`config.mk`:
```
export PLATFORM = sky130hd
export DESIGN_NAME = pi_run_sequencer
export DESIGN_NICKNAME = d
export VERILOG_FILES = /design/src/rtl/pi_ctrl_pkg.sv /design/src/rtl/slew_limiter.sv /design/src/rtl/pi_run_sequencer.sv
export SDC_FILE = /design/constraint.sdc
export NUM_CORES = 1
export LEC_CHECK = 0
export ABC_AREA = 1
export CELL_PAD_IN_SITES_DETAIL_PLACEMENT = 1
export CELL_PAD_IN_SITES_GLOBAL_PLACEMENT = 1
export CORE_MARGIN = 10
export CORE_UTILIZATION = 38
export CTS_CLUSTER_SIZE = 28
export DETAILED_ROUTE_END_ITERATION = 7
export HOLD_SLACK_MARGIN = 0.08
export PLACE_DENSITY_LB_ADDON = 0.05
export SLEW_MARGIN = 30
export SYNTH_ARGS = -nofsm -noshare
export SYNTH_HDL_FRONTEND = slang
export SYNTH_HIERARCHICAL = 1
export SYNTH_SLANG_ARGS = --single-unit
```
`constraint.sdc`:
```
create_clock -name clk -period 6.3 [get_ports clk]
set_input_delay 1.26 -clock clk [delete_from_list [all_inputs] [get_ports clk]]
set_output_delay 1.26 -clock clk [all_outputs]
set_load 0.05 [all_outputs]
```
`src/rtl/pi_ctrl_pkg.sv`:
```
// Shared definitions for the PI run sequencer: state codes and default parameters.
package pi_ctrl_pkg;

  localparam int DATA_W_DEF         = 27;
  localparam int COEFF_W_DEF        = 27;
  localparam int OUT_W_DEF          = 16;
  localparam int CLEAR_CYCLES_DEF   = 2;
  localparam int WARMUP_TIMEOUT_DEF = 16;
  localparam int SAMPLE_TIMEOUT_DEF = 1023;

  typedef enum logic [2:0] {
    ST_IDLE   = 3'd0,
    ST_CLEAR  = 3'd1,
    ST_WARMUP = 3'd2,
    ST_RUN    = 3'd3,
    ST_FAULT  = 3'd4
  } pi_state_e;

  // One shared counter serves all three timed phases, so size it for the longest.
  function automatic int phase_cnt_width(input int a, input int b, input int c);
    int m;
    m = a;
    if (b > m) m = b;
    if (c > m) m = c;
    return $clog2(m + 1);
  endfunction

endpackage

```
`src/rtl/slew_limiter.sv`:
```
// Setpoint ramp: moves the held value toward the target by at most slew_i per step.
module slew_limiter
  import pi_ctrl_pkg::*;
#(
  parameter int DATA_W = DATA_W_DEF
) (
  input  logic                     clk,
  input  logic                     reset,
  input  logic                     clear_i,
  input  logic                     step_i,
  input  logic signed [DATA_W-1:0] target_i,
  input  logic        [DATA_W-2:0] slew_i,
  output logic signed [DATA_W-1:0] value_o
);

  logic signed [DATA_W:0]   diff;
  logic        [DATA_W:0]   mag;
  logic        [DATA_W:0]   slew_ext;
  logic signed [DATA_W-1:0] moved;
  logic signed [DATA_W-1:0] value_d;
  logic signed [DATA_W-1:0] value_q;

  // A partial step always lands strictly between value and target, so the
  // DATA_W-bit add/subtract for 'moved' cannot wrap.
  always_comb begin
    diff     = {target_i[DATA_W-1], target_i} - {value_q[DATA_W-1], value_q};
    mag      = diff[DATA_W] ? $unsigned(-diff) : $unsigned(diff);
    slew_ext = {2'b00, slew_i};
    moved    = diff[DATA_W] ? (value_q - $signed({1'b0, slew_i}))
                            : (value_q + $signed({1'b0, slew_i}));
    value_d  = value_q;
    if ((slew_i == '0) || (mag <= slew_ext)) begin
      value_d = target_i;
    end else begin
      value_d = moved;
    end
  end

  always_ff @(posedge clk) begin
    if (reset || clear_i) begin
      value_q <= '0;
    end else if (step_i) begin
      value_q <= value_d;
    end
  end

  assign value_o = value_q;

endmodule

```
`src/rtl/pi_run_sequencer.sv`:
```
// Run sequencer for a PI controller: reset/warmup/run phases, setpoint ramp,
// shadowed coefficient updates, anti-windup flag and sample-loss fault.
module pi_run_sequencer
  import pi_ctrl_pkg::*;
#(
  parameter int DATA_W         = DATA_W_DEF,
  parameter int COEFF_W        = COEFF_W_DEF,
  parameter int OUT_W          = OUT_W_DEF,
  parameter int CLEAR_CYCLES   = CLEAR_CYCLES_DEF,
  parameter int WARMUP_TIMEOUT = WARMUP_TIMEOUT_DEF,
  parameter int SAMPLE_TIMEOUT = SAMPLE_TIMEOUT_DEF
) (
  input  logic                      clk,
  input  logic                      reset,
  input  logic                      start,
  input  logic                      stop,
  input  logic                      sample_valid,
  input  logic signed [DATA_W-1:0]  cfg_target,
  input  logic        [DATA_W-2:0]  cfg_slew,
  input  logic signed [COEFF_W-1:0] cfg_kp,
  input  logic signed [COEFF_W-1:0] cfg_ti,
  input  logic                      cfg_load,
  input  logic signed [OUT_W-1:0]   pi_out,
  input  logic                      pi_out_valid,
  output logic                      pi_reset,
  output logic                      pi_enable,
  output logic signed [DATA_W-1:0]  pi_setpoint,
  output logic signed [COEFF_W-1:0] pi_kp,
  output logic signed [COEFF_W-1:0] pi_ti,
  output logic                      pi_limiting,
  output logic        [2:0]         state,
  output logic                      fault
);

  localparam int CNT_W = phase_cnt_width(CLEAR_CYCLES, WARMUP_TIMEOUT, SAMPLE_TIMEOUT);
  localparam logic [CNT_W-1:0] CLR_LAST  = CNT_W'(CLEAR_CYCLES - 1);
  localparam logic [CNT_W-1:0] WARM_LAST = CNT_W'(WARMUP_TIMEOUT - 1);
  localparam logic [CNT_W-1:0] GAP_LAST  = CNT_W'(SAMPLE_TIMEOUT - 1);

  localparam logic signed [OUT_W-1:0] OUT_POS_MAX = {1'b0, {(OUT_W-1){1'b1}}};
  localparam logic signed [OUT_W-1:0] OUT_NEG_MAX = {1'b1, {(OUT_W-1){1'b0}}};

  pi_state_e                 state_q;
  logic        [CNT_W-1:0]   cnt_q;
  logic                      pi_reset_q;
  logic                      pi_enable_q;
  logic                      pi_limiting_q;
  logic                      fault_q;
  logic signed [COEFF_W-1:0] kp_q;
  logic signed [COEFF_W-1:0] ti_q;
  logic signed [COEFF_W-1:0] shadow_kp_q;
  logic signed [COEFF_W-1:0] shadow_ti_q;
  logic                      pending_q;

  logic at_rail;
  logic accept_start;
  logic ramp_step;
  logic coeff_apply;

  // stop beats start everywhere; start is only honoured from IDLE or FAULT.
  assign at_rail      = (pi_out == OUT_POS_MAX) || (pi_out == OUT_NEG_MAX);
  assign accept_start = start && !stop && ((state_q == ST_IDLE) || (state_q == ST_FAULT));
  assign ramp_step    = (state_q == ST_RUN) && sample_valid && !stop;
  assign coeff_apply  = ((state_q == ST_RUN) ? sample_valid : pending_q) && (cfg_load || pending_q);

  always_ff @(posedge clk) begin
    if (reset) begin
      state_q       <= ST_IDLE;
      cnt_q         <= '0;
      pi_reset_q    <= 1'b1;
      pi_enable_q   <= 1'b0;
      pi_limiting_q <= 1'b0;
      fault_q       <= 1'b0;
    end else begin
      pi_reset_q <= 1'b0;
      if (stop && (state_q != ST_IDLE)) begin
        state_q       <= ST_IDLE;
        cnt_q         <= '0;
        pi_enable_q   <= 1'b0;
        pi_limiting_q <= 1'b0;
      end else begin
        case (state_q)
          ST_IDLE, ST_FAULT: begin
            if (accept_start) begin
              state_q       <= ST_CLEAR;
              cnt_q         <= '0;
              pi_reset_q    <= 1'b1;
              pi_enable_q   <= 1'b0;
              pi_limiting_q <= 1'b0;
              fault_q       <= 1'b0;
            end
          end
          ST_CLEAR: begin
            if (cnt_q == CLR_LAST) begin
              state_q     <= ST_WARMUP;
              cnt_q       <= '0;
              pi_enable_q <= 1'b1;
            end else begin
              cnt_q      <= cnt_q + 1'b1;
              pi_reset_q <= 1'b1;
            end
          end
          ST_WARMUP: begin
            if (pi_out_valid) begin
              state_q       <= ST_RUN;
              cnt_q         <= '0;
              pi_limiting_q <= at_rail;
            end else if (cnt_q == WARM_LAST) begin
              state_q     <= ST_FAULT;
              cnt_q       <= '0;
              pi_enable_q <= 1'b0;
              fault_q     <= 1'b1;
            end else begin
              cnt_q <= cnt_q + 1'b1;
            end
          end
          ST_RUN: begin
            if (pi_out_valid) pi_limiting_q <= at_rail;
            if (sample_valid) begin
              cnt_q <= '0;
            end else if (cnt_q == GAP_LAST) begin
              state_q       <= ST_FAULT;
              cnt_q         <= '0;
              pi_enable_q   <= 1'b0;
              pi_limiting_q <= 1'b0;
              fault_q       <= 1'b1;
            end else if (cnt_q != '1) begin
              cnt_q <= cnt_q + 1'b1;
            end
          end
          default: begin
            state_q       <= ST_IDLE;
            cnt_q         <= '0;
            pi_enable_q   <= 1'b0;
            pi_limiting_q <= 1'b0;
          end
        endcase
      end
    end
  end

  // A load that lands on an apply event bypasses the shadow and goes straight out.
  always_ff @(posedge clk) begin
    if (reset) begin
      kp_q        <= '0;
      ti_q        <= '0;
      shadow_kp_q <= '0;
      shadow_ti_q <= '0;
      pending_q   <= 1'b0;
    end else if (coeff_apply) begin
      kp_q      <= cfg_load ? cfg_kp : shadow_kp_q;
      ti_q      <= cfg_load ? cfg_ti : shadow_ti_q;
      pending_q <= 1'b0;
      if (cfg_load) begin
        shadow_kp_q <= cfg_kp;
        shadow_ti_q <= cfg_ti;
      end
    end else if (cfg_load) begin
      shadow_kp_q <= cfg_kp;
      shadow_ti_q <= cfg_ti;
      pending_q   <= 1'b1;
    end
  end

  slew_limiter #(
    .DATA_W(DATA_W)
  ) u_slew (
    .clk     (clk),
    .reset   (reset),
    .clear_i (accept_start),
    .step_i  (ramp_step),
    .target_i(cfg_target),
    .slew_i  (cfg_slew),
    .value_o (pi_setpoint)
  );

  assign pi_reset    = pi_reset_q;
  assign pi_enable   = pi_enable_q;
  assign pi_kp       = kp_q;
  assign pi_ti       = ti_q;
  assign pi_limiting = pi_limiting_q;
  assign state       = state_q;
  assign fault       = fault_q;

endmodule

```
Word-level counts from Yosys, hierarchy flattened
Cells that the tools add are included.
Operators by class
  order comparisons: 1
  bitwise gates (word level): 2
  reductions and logical operators: 24
  eq/ne operators: 18
  mux-type cells: 41
  add/sub/neg operators: 5
Operator list (count)
  2-to-1 mux 27 bit: 4
  2-to-1 mux 10 bit: 7
  one-hot mux 10 bit (4 select lines): 1
  equality test 16 bit, second input constant: 2
  <= comparator 28 x 26 -> 1 bit: 1
  2-to-1 mux 28 bit: 1
  negation 28 bit: 1
  subtractor 27 x 27 -> 28 bit: 1
  adder 27 bit: 1
  subtractor 27 bit: 1
  logical NOT 26 bit: 1
  2-to-1 mux 3 bit: 6
  2-to-1 mux 1 bit: 17
  one-hot mux 3 bit (4 select lines): 1
  adder 10 x 1 -> 10 bit, second input constant: 1
  equality test 10 x 1 -> 1 bit, second input constant: 1
  equality test 10 bit, second input constant: 1
  equality test 10 x 4 -> 1 bit, second input constant: 1
  inequality test 10 bit, second input constant: 1
  inequality test 2 bit, second input constant: 4
  one-hot mux 1 bit (4 select lines): 2
  AND reduction 7 bit: 1
  equality test 3 x 2 -> 1 bit, second input constant: 2
  logical AND 1 bit: 6
  16 further kinds: 26
Word-level totals
  bits of input ports: 130
  word-level logic and storage cells: 103
  bits in registers: 153
  output and inout port bits: 88

Logic depth before layout (Yosys ltp)
  depth in word-level cells: 6
  depth in mapped cells: 37
  mapped depth without buffers: 34

Modules after synthesis
Netlist, hierarchy kept.
By module, submodules not included
  slew_limiter: seq. area each 540.5 um^2, area each 6725.2 um^2, times used 1, cells an instance 1080
  pi_run_sequencer: seq. area each 2522.4 um^2, area each 5132.4 um^2, times used 1, cells an instance 659

Least setup slack after synthesis
OpenSTA, ideal clock, no wires.
  path type: input port to flip-flop
  start point: input cfg_target[4]
  end point: register u_slew.value_q[10], in the netlist u_slew/value_o[10]
  stages: 33
  slack: 1.146 ns
  required time: 6.230 ns
  setup time: 0.070 ns
  buffers on the path: 3
  arrival: 5.084 ns
  cells stage by stage: ha_1 a21oi_2 nor2_1 nor2_1 nand2_2 nand2_1 nand2_1 nand4_1 nand3_1 nand2_1 clkbuf_1 clkbuf_1 o21ai_0 xor2_1 ha_1 nand2_1 inv_1 nand3_1 nor3_1 nand2_1 nand2_1 o21ai_0 a21o_1 nand3_1 nand3_1 nand2_1 nand2_1 nand3_4 nand2_8 buf_12 nand2_4 nand3_2 a21oi_2
Between the ends
  cells in the longest elaborated chain, start to end: 6
  elaborated cells on any way between the ends: 7
  classes of those cells: 2 x add/sub; 1 x order compare; 3 x mux; 1 x reduce/logical
RTL lines
  start, declared: line pi_run_sequencer.sv:18  | input logic signed [DATA_W-1:0] cfg_target,
  subtractor 27 x 27 -> 28 bit (*): line slew_limiter.sv:26  | diff = {target_i[DATA_W-1], target_i} - {value_q[DATA_W-1], value_q};
  negation 28 bit: line slew_limiter.sv:27  | mag = diff[DATA_W] ? $unsigned(-diff) : $unsigned(diff);
  2-to-1 mux 28 bit: line slew_limiter.sv:27
  <= comparator 28 x 26 -> 1 bit: line slew_limiter.sv:32  | if ((slew_i == '0) || (mag <= slew_ext)) begin
  logical OR 1 bit: line slew_limiter.sv:32
  2-to-1 mux 27 bit (*): line slew_limiter.sv:32
  end signal, assigned: line slew_limiter.sv:43  | value_q <= value_d;
  end, declared: line slew_limiter.sv:21  | logic signed [DATA_W-1:0] value_q;
Every way passes the cells marked *; elsewhere a longest branch is shown, timed or not.
A chain may end at the register's enable or synchronous reset.

Final worst setup path
  start point: input cfg_target[0]
  end point: register u_slew.value_q[14], in the netlist u_slew/value_o[14]
The elaborated chain is that of the path after synthesis.

==> qor.yml <==
die_h_um: 197
antenna_found_initial: 1
status: "finished, final reports clean"
dp_hpwl_um: 34100
synth-simple-area-share: 0.350
cts-hold-fix-buffers: 0
synth_warnings: 6
crit_path_start_kind: "input pin"
final_util: 0.489
critical_path_class: "input pin to flop"
clock_sinks: 153
synth_top_family_by_area: "simple AND/OR/NAND/NOR gates"
ios: 218
grt_pass1_wl_um: 67900
h-tree-depth: 4
worstPathArrival_ns: 6.30
synth-edff-count: 0
rr_endpoint: "u_slew/value_o[15]"
synthMuxAreaShare: 0.0456
cpPeakStageDelay_ns: 0.46
vias_per_cell: 5.14
period_minus_slack_ns: 6.01
initial_core_util: 0.387
p_leak_nw: 6.64
grt_max_degree: 69
num_vias: 12100
synthXorXnorAreaFrac: 0.0574
syn_inst: 1739
end_kind: "flop"
tightestPinTransition_ns: 0.931
core_area_um2: 30700
finalSetupViolations: 0
rows: 64
portBuffers: 217
reg2reg_from: "u_slew/value_o[4]"
synth_fa_ha_area_frac: 0.0920
hold_start: "pi_ti[11]"
first_pass_iters: 5
die_area_um2: 38700
rsz0062_at_grt: "no"
drc_errors: 0
ir_drop_mv: 0.238
area_growth_pct: 26.5
powerDensity_nw_per_um2: 249
ys_seq_elements: 153
synthArstFlopShare: 0
ys_types: 57
wl_um: 43200
tritoncts: "yes"
holdPathStages: 2
clk_latency_ns: 0.46
required_ns: 6.59
skew_ns: 0.0174
tns_ns: 0
r2r_cells: 27
grt_overflow_total: 0
fin_nets: 2158
slew_viol_final: 0
wire_per_inst_um: 18.4
rrSetupSlack_ns: 1.19
fin_crit_sh: 0.955
cts-root-buf: "clkbuf_16"
crit_path_top_delay_cell: "clkdlybuf4s50_1"
synth_compound_area_frac: 0.105
finalHoldViolCount: 0
grt_pass1_vias: 12800
ys.flop_type: "dfxtp_1"
hold_class: "flop to flop"
avgSynthCellArea_um2: 6.82
fin_hold_ws_ns: 0.485
place_congestion: 0.880
die_w_um: 197
synth_nets: 1955
clk_pin_slew_ns: 0.07
slew_headroom: 0.379
yosysSeqAreaShare: 0.258
cts_buffer_depth: 2
syn-cell-area_um2: 11900
fmax_mhz: 166
cp_max_fo: 19
cts_made_buffers: 17
drive_gt1_frac: 0.0931
maxCapViolations: 0
crit_top_cell: "nand3_1"
ant_nets: 0
hold_path_end: "pi_ti[11]"
grtUsageTotal: 0.218
drt_iter0_drc: 508
## how the worst max path moves through the flow
stage,startpoint,to,slack [ns]
final,cfg_target[0],u_slew/value_o[14],0.29
after global routing,cfg_target[0],u_slew/value_o[15],0.01
after CTS,cfg_target[0],u_slew/value_o[17],0.12
after detailed placement,cfg_target[0],u_slew/value_o[17],-0.32
after global placement,cfg_target[0],u_slew/value_o[0],-0.18
after floorplan,cfg_target[4],u_slew/value_o[10],1.15
## final cells by class
class | count | area [µm²]
diodes | 1 | 2.50
inverters | 205 | 774
flip-flops and latches | 153 | 3060
multi-input cells | 1332 | 7740
well taps | 396 | 495
fillers | 3942 | 15700
clock inverters | 11 | 136
clock buffers | 21 | 450
repair buffers | 233 | 2330
## sequential cells by signal (all words and copies together) (netlist names), 3 cells and up
name and count:
cnt_q 10, pi_kp 27, pi_ti 27, shadow_kp_q 27, shadow_ti_q 27, state 3
u_slew/value_o 27
## per-stage QoR
| stage | cells | instance area (µm²) | setup slack, ns | total power, mW |
|---|---|---|---|---|
| 2_1_floorplan | 1739 | 11900 | 1.15 | 2.21 |
| 3_3_place_gp | 2316 | 14300 | -0.178 | 2.63 |
| 3_5_place_dp | 2316 | 14300 | -0.315 | 2.66 |
| 4_1_cts | 2348 | 14900 | 0.115 | 3.76 |
| 5_1_grt | 2351 | 15000 | 0.0121 | 3.98 |
| 6_report | 2352 | 15000 | 0.286 | 3.74 |
## cells in the final DEF (no fill, tap or decap), drive strengths merged, types with 2 or more instances in the layout
cell	count
nand4	25
fa	2
a31oi	10
a21boi	3
nand3	124
mux2i	54
clkbuf	21
buf	18
nand2	413
and2	2
bufinv	2
clkinvlp	3
a21oi	114
o31ai	3
nor3	24
or2	2
o21bai	7
o21ai	59
nor2	296
xor2	58
clkinv	4
nor3b	2
clkdlybuf4s50	215
inv	207
nor4	8
o221ai	2
dfxtp	153
ha	84
xnor2	18
a21o	6
o211ai	3
nand3b	9
## routing by layer
layer	wire (µm)	global-route usage
met2	20100	0.364
met4	644	0.0547
met3	2580	0.0574
met1	19900	0.273
met5	0	0
## cell usage after synthesis, types with 5 or more instances
cell	number	area, µm²
nor2_1	284	1070
o21ai_0	49	245
xnor2_1	18	158
a31oi_1	10	62.6
o21ai_1	5	25.0
buf_1	5	18.8
inv_1	196	736
o21bai_1	6	45.0
a21oi_1	90	450
a21o_1	6	45.0
nand2_1	371	1390
clkbuf_1	14	52.6
dfxtp_1	153	3060
nor4_1	8	50.1
nor2_4	5	56.3
buf_2	16	80.1
nor3_1	20	100
nand2_4	12	135
nand3b_1	9	67.6
ha_1	84	1050
buf_6	7	78.8
a21oi_2	24	210
nand3_2	26	260
nand2_2	28	175
xor2_1	56	490
nor2_2	7	43.8
nand4_1	22	138
mux2i_1	54	541
nand3_1	96	480
inv_2	6	22.5
o21ai_2	5	43.8
## worst max-delay path: cells and delay by family
family          cells  cell delay (ns)
compound gates      5             0.88
xor+xnor            1             0.16
fa+ha+maj           3             0.96
buf+inv             6             0.99
simple gates       18             2.04
## logic make-up after synthesis
family,after synthesis
AO/OA/AOI/OAI,210
XOR/XNOR,76
adder cells (fa/ha/maj),86
buffers and inverters,255
flip-flops,153
multiplexers,54
AND/OR/NAND/NOR,905
## power by group
group	switching, mW	internal [mW]
sequential	0.0574	1.06
clock	0.477	0.602
combinational	1.01	0.532
## what timing repair did
item	4_1_cts	5_1_grt
gates resized for setup	0	3
setup buffers	0	1
endpoints found under the setup margin	0	27
(Power assumes the default switching activity.)
